--- src/rtl/mem_port_arbiter_pkg.sv ---
// Shared definitions for the main-memory port arbiter: memory word size,
// FSM state encoding, arbitration mode selectors and an index-width helper.
`ifndef MAIN_MEMORY_READ_SIZE
`define MAIN_MEMORY_READ_SIZE 32
`endif

package mem_port_arbiter_pkg;

    localparam int ARB_FIXED = 0;
    localparam int ARB_RR    = 1;

    typedef enum logic [1:0] {
        ST_IDLE = 2'd0,
        ST_BUSY = 2'd1,
        ST_RESP = 2'd2
    } arb_state_e;

    // Width of a port index; never zero so a single-port build still has a field.
    function automatic int idx_width(input int n);
        return (n > 1) ? $clog2(n) : 1;
    endfunction

endpackage

--- src/rtl/mem_port_arbiter_picker.sv ---
// Combinational request picker: fixed priority (lowest index) or a search
// starting at a rotating pointer that wraps from NUM_PORTS-1 back to 0.
module rr_priority_picker
    import mem_port_arbiter_pkg::*;
#(
    parameter int NUM_PORTS = 2,
    parameter int IW        = idx_width(NUM_PORTS)
) (
    input  logic [NUM_PORTS-1:0] req,
    input  logic [IW-1:0]        start,
    input  logic                 mode,
    output logic [NUM_PORTS-1:0] winner_oh,
    output logic [IW-1:0]        winner_idx,
    output logic                 found
);

    int            base;
    int            p;
    logic [IW-1:0] pi;

    always_comb begin
        winner_oh  = '0;
        winner_idx = '0;
        found      = 1'b0;
        base       = mode ? int'(start) : 0;
        p          = 0;
        pi         = '0;
        if (base >= NUM_PORTS) base = 0;
        for (int k = 0; k < NUM_PORTS; k++) begin
            p = base + k;
            if (p >= NUM_PORTS) p = p - NUM_PORTS;
            pi = IW'(p);
            if (!found && req[pi]) begin
                found         = 1'b1;
                winner_oh[pi] = 1'b1;
                winner_idx    = pi;
            end
        end
    end

endmodule

--- src/rtl/mem_port_arbiter.sv ---
// Shares one main-memory port among NUM_PORTS requesters: registers the winning
// request, holds it until mem_ready, then pulses ack to that requester only.
module mem_port_arbiter
    import mem_port_arbiter_pkg::*;
#(
    parameter int NUM_PORTS  = 2,
    parameter int ADDR_WIDTH = 32,
    parameter int DATA_WIDTH = `MAIN_MEMORY_READ_SIZE,
    parameter int ARB_MODE   = ARB_FIXED
) (
    input  logic                            clk,
    input  logic                            rst_n,
    input  logic [NUM_PORTS-1:0]            req,
    input  logic [NUM_PORTS-1:0]            we,
    input  logic [NUM_PORTS*ADDR_WIDTH-1:0] addr,
    input  logic [NUM_PORTS*DATA_WIDTH-1:0] wdata,
    output logic [NUM_PORTS-1:0]            ack,
    output logic [DATA_WIDTH-1:0]           rdata,
    output logic                            busy,
    output logic [ADDR_WIDTH-1:0]           mem_addr,
    output logic [DATA_WIDTH-1:0]           mem_wdata,
    output logic                            mem_re,
    output logic                            mem_wr,
    input  logic [DATA_WIDTH-1:0]           mem_rdata,
    input  logic                            mem_ready
);

    localparam int IW = idx_width(NUM_PORTS);

    arb_state_e            state_q, state_d;
    logic [IW-1:0]         grant_id, rr_ptr, win_idx;
    logic [NUM_PORTS-1:0]  win_oh;
    logic                  win_found;
    logic                  win_we;
    logic [ADDR_WIDTH-1:0] addr_a  [NUM_PORTS];
    logic [DATA_WIDTH-1:0] wdata_a [NUM_PORTS];

    for (genvar i = 0; i < NUM_PORTS; i++) begin : g_unpack
        assign addr_a[i]  = addr[i*ADDR_WIDTH +: ADDR_WIDTH];
        assign wdata_a[i] = wdata[i*DATA_WIDTH +: DATA_WIDTH];
    end

    rr_priority_picker #(
        .NUM_PORTS (NUM_PORTS),
        .IW        (IW)
    ) u_picker (
        .req        (req),
        .start      (rr_ptr),
        .mode       (ARB_MODE == ARB_RR),
        .winner_oh  (win_oh),
        .winner_idx (win_idx),
        .found      (win_found)
    );

    assign win_we = |(we & win_oh);

    always_ff @(posedge clk or negedge rst_n) begin
        if (!rst_n) state_q <= ST_IDLE;
        else        state_q <= state_d;
    end

    always_comb begin
        state_d = state_q;
        case (state_q)
            ST_IDLE: if (win_found) state_d = ST_BUSY;
            ST_BUSY: if (mem_ready) state_d = ST_RESP;
            ST_RESP: state_d = ST_IDLE;
            default: state_d = ST_IDLE;
        endcase
    end

    // Request capture and completion; mem_ready is meaningful only while BUSY.
    always_ff @(posedge clk or negedge rst_n) begin
        if (!rst_n) begin
            mem_addr  <= '0;
            mem_wdata <= '0;
            mem_re    <= 1'b0;
            mem_wr    <= 1'b0;
            grant_id  <= '0;
            rr_ptr    <= '0;
            rdata     <= '0;
        end else begin
            case (state_q)
                ST_IDLE: begin
                    if (win_found) begin
                        mem_addr  <= addr_a[win_idx];
                        mem_wdata <= wdata_a[win_idx];
                        mem_re    <= ~win_we;
                        mem_wr    <= win_we;
                        grant_id  <= win_idx;
                        if (ARB_MODE == ARB_RR)
                            rr_ptr <= (win_idx == IW'(NUM_PORTS - 1)) ? '0 : win_idx + 1'b1;
                    end
                end
                ST_BUSY: begin
                    if (mem_ready) begin
                        if (mem_re) rdata <= mem_rdata;
                        mem_re <= 1'b0;
                        mem_wr <= 1'b0;
                    end
                end
                default: ;
            endcase
        end
    end

    assign ack  = (state_q == ST_RESP) ? (NUM_PORTS'(1) << grant_id) : '0;
    assign busy = (state_q != ST_IDLE);

endmodule

--- config.mk ---
export PLATFORM = sky130hd
export DESIGN_NAME = mem_port_arbiter
export DESIGN_NICKNAME = d
export VERILOG_FILES = /design/src/rtl/mem_port_arbiter_pkg.sv /design/src/rtl/mem_port_arbiter_picker.sv /design/src/rtl/mem_port_arbiter.sv
export SDC_FILE = /design/constraint.sdc
export NUM_CORES = 1
export LEC_CHECK = 0
export ABC_AREA = 1
export BUFFER_PORTS_ARGS = -buffer_cell sky130_fd_sc_hd__buf_2
export CORE_ASPECT_RATIO = 0.5
export CORE_MARGIN = 5
export CORE_UTILIZATION = 44
export CTS_BUF_LIST = sky130_fd_sc_hd__clkbuf_16
export DETAILED_ROUTE_END_ITERATION = 6
export HOLD_SLACK_MARGIN = 0.02
export PLACE_DENSITY = 0.88
export SYNTH_ARGS = -nofsm -noshare
export SYNTH_HDL_FRONTEND = slang
export SYNTH_SLANG_ARGS = --single-unit
--- constraint.sdc ---
create_clock -name clk -period 1.6 [get_ports clk]
set_input_delay 0.16 -clock clk [delete_from_list [all_inputs] [get_ports clk]]
set_output_delay 0.16 -clock clk [all_outputs]
set_load 0.1 [all_outputs]
Word-level counts from Yosys, hierarchy flattened

Index checks and enable logic that the tools add are counted.

Reduce and logical (&&, ||, !) cells: 10
Bitwise gates (word level): 3
$lt $le $gt $ge: 1
Equality and inequality tests: 4
Muxes and demuxes: 20
Shift-type cells: 1

Operator list:

| cell                                                                     | number |
|---|---|
| 32-bit two-way mux                                                       | 6 |
| 2-bit two-way mux                                                        | 4 |
| 1-bit two-way mux                                                        | 7 |
| 3-bit AND reduction                                                      | 2 |
| 1-bit case mux with 2 select lines                                       | 2 |
| 2-bit case mux with 2 select lines                                       | 1 |
| 2-bit AND reduction                                                      | 2 |
| 2-bit nonzero test                                                       | 2 |
| 2-bit AND                                                                | 1 |
| 2-bit by 1-bit equality test with 1-bit output (second input constant)   | 1 |
| 2-bit equality test (second input constant)                              | 1 |
| 2-bit greater-or-equal comparator (second input constant)                | 1 |
| 2-bit zero test                                                          | 1 |
| 2-bit by 1-bit inequality test with 1-bit output (second input constant) | 1 |
| 2-bit inequality test (second input constant)                            | 1 |
| 1-bit inverter with 2-bit output                                         | 1 |
| 2-bit OR reduction                                                       | 1 |
| 1-bit by 1-bit left shift with 2-bit output (first input constant)       | 1 |
| 1-bit logical AND                                                        | 1 |
| 1-bit zero test                                                          | 1 |
| 1-bit inverter                                                           | 1 |

Input bits: 167
Output and inout bits: 101
Bits in registers: 101
Word-level logic and storage cells: 46

Depth between registers and ports, before layout

Gate-level depths: netlist of run 1.

Word-level depth: 9
Mapped depth: 8
Gate-level depth less buffers: 6

Cells and area by module

Synthesis of run 1 repeated with hierarchy kept, for this count alone.

Cell total of the unflattened synthesis: 658
Area total of the unflattened synthesis: 4728.3 um^2

By module, submodules not included:

| module             | cells an instance | area an instance (um^2) | seq. area each (um^2) | times used |
|---|---|---|---|---|
| mem_port_arbiter   | 647               | 4685.7                  | 2527.4                | 1 |
| rr_priority_picker | 11                | 42.5                    | 0.0                   | 1 |

Worst setup path after synthesis of run 1

Ideal clock, no wire load.

Path kind: register to output
From: register state_q[0]
To: output ack[0]
Required time: 1.440 ns
Arrival time: 2.478 ns
Stages on the path, launching flop included: 2
Slack: -1.038 ns
Path buffers: 0
Cells stage by stage: dfrtp_1 nor3_1

Longest elaborated chain between the ends: 2

Ends and longest elaborated chain:

| item                   | RTL line                | source |
|---|---|---|
| start, declared        | mem_port_arbiter.sv:30  | `arb_state_e state_q, state_d;` |
| start signal, assigned | mem_port_arbiter.sv:59  | `else state_q <= state_d;` |
| 2-bit equality test    | mem_port_arbiter.sv:107 | `assign ack = (state_q == ST_RESP) ? (NUM_PORTS'(1) << grant_id) : '0;` |
| 2-bit two-way mux      | mem_port_arbiter.sv:107 |  |
| end, declared          | mem_port_arbiter.sv:17  | `output logic [NUM_PORTS-1:0] ack,` |

No other way between the ends.

Final worst setup path of run 1

Same ends and word-level chain as after synthesis.

==> flow_summary.yaml, run 1 <==
sta:
  hold_viol: 0
  fmax_mhz: 689
  min_period_ns: 1.45
  worstMarginPinSlew_ns: 0.511
  setup_viol: 0
  rsz0062_at_grt: "false"
  relSlewSlack_pct: 66.1
  timing.final.max_slew_violations: 0
  period_share_pct: 90.7
  finClkSkew_ns: 0.00726
  fin_setup_tns_ns: 0
synth:
  syn_area_per_cell_um2: 7.27
  synth_top_area_share_pct: 53.9
  synth-simple-area-share_pct: 40.8
  synthMuxAreaShare_pct: 0
  ys_ff_latch: 101
  yosysTopAreaCell: "dfrtp_1"
  synth.distinct_cells: 15
  syn_nets: 813
  async_flop_share_pct: 100
  yosys.area_share.adder_pct: 0
  synth_area_um2: 4690
  synthXorXnorAreaFrac_pct: 0
  syn_inst: 646
  synth_top_family_by_area: "simple AND/OR/NAND/NOR gates"
  yosysMostFrequentCell: "nand2_1"
  ys_top_cells_by_count: "nand2_1 (456), dfrtp_1 (101), nand3_1 (36)"
  synth_enable_flop_cells: 0
  synth_warnings: 0
  ys_seq_area_share_pct: 53.9
  ys.flop_type: "dfrtp_1"
  synth_area_leaders: "dfrtp_1 (54%), nand2_1 (36%), nand3_1 (3.8%)"
  synth_compound_area_share_pct: 0.453
clock_tree:
  cts_made_buffers: 9
  root_buffer: "clkbuf_16"
  clkTransAtPathRegs_ns: 0.07
  clkSinkCount: 101
  insertion_delay_ns: 0.34
  htree_num_levels: 3
  clk_path_buf_depth: 2
  tritoncts: "yes"
  postCtsSetupBuffers: 0
setup_path:
  critPathSlowestCell: "dfrtp_1"
  cpPeakStageDelay_ns: 0.44
  setup.worst_path.class: "register to output port"
  path_max_fanout: 4
  cp.buffers_inverters: 1
  crit_family: "flip-flops"
  worst_ep_arrival_time_ns: 1.29
  cp_data_required_time_ns: 1.44
  start_kind: "register"
  path_cells: "nor3_4 -> buf_4"
  endpoint_kind: "output port"
run:
  maxCapViolCount: 0
cells_and_area:
  diodes: 0
  area_growth_pct: 39.2
  fin_nets: 1072
  fill_cells: 919
  drive_gt1_share_pct: 34.1
place:
  place_hpwl_um: 10800
  numPortBuffers: 267
  gp_congestion: 0.871
floorplanning:
  start_util_pct: 45.5
  die_x_um: 156
  ios: 268
  die_area_um2: 13000
  die_h_um: 83.0
  row_count: 26
  core_area_um2: 10300
global_routing:
  antenna_found_initial: 0
  gr-total-overflow: 0
  grt_max_degree: 40
  grt_pass1_vias: 4943
  grtUsageTotal_pct: 21.4
  grt_pass1_wl_um: 23200
routing:
  ant_nets: 0
  vias_per_cell: 4.69
  route.top_layer_used: "met4"
  wire_per_inst_um: 13.2
  first_pass_iters: 5
  drt_iter0_drc: 237
  met3_length_um: 675
  drcViolationCount: 0
  wl_met1_um: 5490
  drt-total-wl_um: 13900
  vias: 4920
  dr_wl_met2_um: 7330
run_status:
  status: "complete, no violations"
min_path:
  hold_path_class: "primary input to register"
-- worst reg2reg max path, cell delays in order (launching register included) --
cell	delay [ns]
dfrtp_1	0.43
inv_2	0.11
nand3_1	0.12
inv_2	0.09
buf_4	0.32
nand3_1	0.14
nand2_1	0.10
-- cell families after synthesis --
kind of cell,after synthesis
DFF,101
and+or+nand+nor,497
AOI/OAI and AO/OA,3
buffers and inverters,45
-- final cells by class --
class                           instances  area (um^2)  area share, %
Clock buffer                            9          225           3.45
Sequential cell                       101         2530           38.7
Inverter                                8         30.0          0.460
Timing Repair Buffer                  285         1550           23.7
Clock inverter                          7         57.6          0.881
Tap cell                              140          175           2.68
Multi-Input combinational cell        500         1970           30.1
-- worst paths after layout --
path                                   startpoint                         to  slack [ns]  cells after the start
max                        state_q[0]$_DFFE_PN0P_                     ack[0]        0.15                      2
min                                 mem_rdata[28]      rdata[28]$_DFFE_PN0P_        0.05                      3
max reg2reg                state_q[1]$_DFFE_PN0P_      rdata[15]$_DFFE_PN0P_        0.23                      6
min reg2reg                 rdata[13]$_DFFE_PN0P_      rdata[13]$_DFFE_PN0P_        0.47                      2
max in group asynchronous                   rst_n  mem_wdata[22]$_DFFE_PN0P_        0.74                      3
min in group asynchronous                   rst_n    mem_addr[9]$_DFFE_PN0P_        0.31                      2
-- flip-flops by register name, indices dropped and copies added (netlist names) --
signal and cells:
state_q 2, mem_wdata 32, mem_wr 1, mem_addr 32, rdata 32, grant_id 1
mem_re 1
-- routing by layer --
layer | up-vias | GRT usage, %
met1 | 2263 | 25.4
met3 | 34 | 3.53
li1 | 2466 | -
met5 | - | 0
met4 | 0 | 7.23
met2 | 157 | 39.2
-- cell usage in the layout, fill, tap and decap left out, drive strengths merged --
cell / count
nand2: 456
buf: 282
dfrtp: 101
nand3: 36
clkbuf: 10
inv: 10
clkinv: 3
nor2: 3
clkinvlp: 2
dlygate4sd3: 2
o21ai: 2
and3: 1
nor3: 1
o31ai: 1
-- stage by stage --
step / std cells / cell area, um^2 / util [%] / hold WS [ns] / setup slack, ns
finish: 1050 / 6540 / 63.4 / 0.0488 / 0.149
CTS: 1049 / 6520 / 63.2 / 0.0207 / 0.0542
global route: 1050 / 6540 / 63.4 / 0.0432 / 0.0801
global placement: 1032 / 6230 / 60.4 / 0.127 / 0.261
detailed placement: 1032 / 6230 / 60.4 / 0.132 / 0.258
floorplan: 646 / 4710 / - / -0.136 / 0.152
-- repair_timing --
action / CTS / global route
setup endpoints to repair: 1 / 1
hold buffers: 1 / 1
endpoints found under the hold margin: 30 / 1
gates resized for setup: 1 / 1
Power of run 1 is left out: the tool's default activity adds up to more than one toggle a clock period on the data nets, which glitch-free logic cannot reach.
==> run 2, diff against run 1 <==
Settings changed: ABC_AREA 1 to 0, CORE_UTILIZATION 44 to 45, SKIP_LAST_GASP set to 1.
Clock period 1.6 ns to 1.45 ns, I/O delays scaled along.
==> run 2 against run 1 <==
Effect of this change: core utilization increased by 2.3 points; global-route usage decreased by 2.9 points; first-iteration DRC count decreased by 53%; die area increased by 5.4%; design area increased by 11%; area after synthesis increased by 8.4%; count of clock-buffer cells in the layout unchanged; worst hold slack got worse by 0.0050 ns; the run now ends with setup timing left; routed wire length decreased by 1.2%; non-clock buffer count increased by 10; worst setup slack got worse by 0.20 ns; register-to-register slack got worse by 0.28 ns; critical endpoint is now mem_addr[3]$_DFFE_PN0P_.
==> flow_summary.yaml, run 2 <==
sta:
  finClkSkew_ns: 0.00622
  fin_ws_ns: -0.0514
  setup_viol: 52
  fmax_mhz: 666
  timing.final.max_slew_violations: 0
  fin_setup_tns_ns: -1.43
  worstMarginPinSlew_ns: 0.511
  hold_viol: 0
  period_share_pct: 104
  rsz0062_at_grt: "true"
  relSlewSlack_pct: 66.2
  min_period_ns: 1.50
floorplanning:
  die_x_um: 160
  core_area_um2: 11000
  row_count: 27
  start_util_pct: 46.2
  ios: 268
  die_area_um2: 13700
  die_h_um: 85.2
global_routing:
  met1_usage_pct: 18.8
  met3_usage_pct: 4.32
  grt_busiest_layer: "met2"
  grtUsageTotal_pct: 18.5
  antenna_found_initial: 0
  grt_pass1_wl_um: 20300
  grt_pass1_vias: 4071
  gr-total-overflow: 0
  met2_usage_pct: 37.7
  grt_max_degree: 36
clock_tree:
  insertion_delay_ns: 0.33
  clkTransAtPathRegs_ns: 0.07
  cts_made_buffers: 9
  clk_path_buf_depth: 2
  clkSinkCount: 101
  root_buffer: "clkbuf_16"
  tritoncts: "yes"
  htree_num_levels: 3
place:
  dp_cells: 711
  dp_slack_ns: 0.0118
  place_area_um2: 6740
  place_hpwl_um: 10400
  gp_congestion: 0.819
  numPortBuffers: 267
cells_and_area:
  area_growth_pct: 42.3
  reg_top3: "mem_addr x32, mem_wdata x32, rdata x32"
  fin_nets: 755
  diodes: 0
  mostFrequentLayoutCell: "buf_2"
  drive_gt1_share_pct: 80.6
  stdcell_area_um2: 7240
  instances_no_fill: 738
  layout_common_cells: "buf_2 (263), mux2_4 (120), dfrtp_1 (98)"
setup_path:
  setup.worst_path.class: "register to register"
  endpoint_kind: "register"
  path_max_fanout: 9
  start_kind: "register"
  cp_data_required_time_ns: 1.66
  worst_ep_arrival_time_ns: 1.71
synth:
  yosysTopAreaCell: "dfrtp_1"
  synth_top_area_share_pct: 49.7
  synth_enable_flop_cells: 0
  ys_seq_area_share_pct: 49.7
  synth.distinct_cells: 19
  yosysMostFrequentCell: "mux2_4"
  ys.flop_type: "dfrtp_1"
  synth_area_um2: 5090
  async_flop_share_pct: 100
  syn_inst: 298
  syn_area_per_cell_um2: 17.1
  syn_nets: 465
  synth_warnings: 0
  ys_top_cells_by_count: "mux2_4 (120), dfrtp_1 (101), mux2_2 (40)"
  ys_ff_latch: 101
  synth_area_leaders: "dfrtp_1 (50%), mux2_4 (35%), mux2_2 (8.9%)"
routing:
  drt_iter0_drc: 112
  wire_per_inst_um: 18.6
  drt-total-wl_um: 13700
  ant_nets: 0
  first_pass_iters: 4
  vias: 3533
  vias_per_cell: 4.79
  drcViolationCount: 0
run:
  maxCapViolCount: 0
run_status:
  status: "finished with violations"
  violations: "setup timing"
min_path:
  hold_path_class: "primary input to register"
[run 2: changes by cell type in the layout (fill, tap and decap cells not counted), moves of 4 or more]
cell	previous run	this run
nand2_1	455	2
mux2_4	0	120
mux2_2	0	40
nand3_1	36	0
buf_12	5	13
buf_4	15	10
clkbuf_16	9	14
inv_2	5	1
[run 2: layout make-up]
| class | instances | area, um^2 |
|---|---|---|
| Clock inverter | 7 | 57.6 |
| Sequential cell | 101 | 2530 |
| Timing Repair Buffer | 295 | 1820 |
| Clock buffer | 9 | 225 |
| Multi-Input combinational cell | 179 | 2410 |
| Tap cell | 145 | 181 |
| Inverter | 2 | 7.51 |
| Fill cell | 845 | 3780 |
[run 2: logic make-up (layout without fill, tap and decap cells)]
| group | count (synthesis) | count (layout) | synth area share [%] |
|---|---|---|---|
| buffers and inverters | 19 | 313 | 3.91 |
| multiplexers | 160 | 160 | 44.3 |
| AO/OA/AOI/OAI | 8 | 9 | 0.959 |
| AND/OR/NAND/NOR | 10 | 10 | 1.16 |
| flip-flops | 101 | 101 | 49.7 |
[run 2: what timing repair did]
| action | CTS | global route |
|---|---|---|
| buffers inserted | 0 | 2 |
| endpoints found under the hold margin | 29 | 0 |
| hold buffers | 1 | 0 |
| gates cloned | 0 | 8 |
| pin swaps | 1 | 1 |
| resized for setup | 2 | 9 |
| setup endpoints to repair | 28 | 98 |
[run 2: stage by stage]
step	utilization [%]	hold slack, ns
finish	65.7	0.0438
global route	65.7	0.0370
CTS	63.9	0.0207
detailed placement	61.2	0.112
global placement	61.2	0.115
floorplan	-	-0.151
[run 2: worst paths after layout]
check	depth (start not counted)	slack (ns)	endpoint	from
max	4	-0.05	mem_addr[3]$_DFFE_PN0P_	state_q[1]$_DFFE_PN0P_
min	2	0.04	rdata[15]$_DFFE_PN0P_	mem_rdata[15]
max reg2reg	4	-0.05	mem_addr[3]$_DFFE_PN0P_	state_q[1]$_DFFE_PN0P_
min reg2reg	1	0.50	rdata[13]$_DFFE_PN0P_	rdata[13]$_DFFE_PN0P_
max in group asynchronous	3	0.61	mem_wdata[2]$_DFFE_PN0P_	rst_n
min in group asynchronous	2	0.31	mem_addr[26]$_DFFE_PN0P_	rst_n
[run 2: routing by layer]
metal / vias up / part of all wire, %
li1: 1645 / -
met1: 1766 / 38
met2: 103 / 57
met3: 19 / 3.9
met4: 0 / 1.7
met5: - / 0
[run 2: critical path, stage by stage (launching register included)]
cell     delay [ns]
dfrtp_2        0.44
nor2_4         0.16
o21a_2         0.29
buf_12         0.19
mux2_4         0.31
Power of run 2 is left out for the same reason.
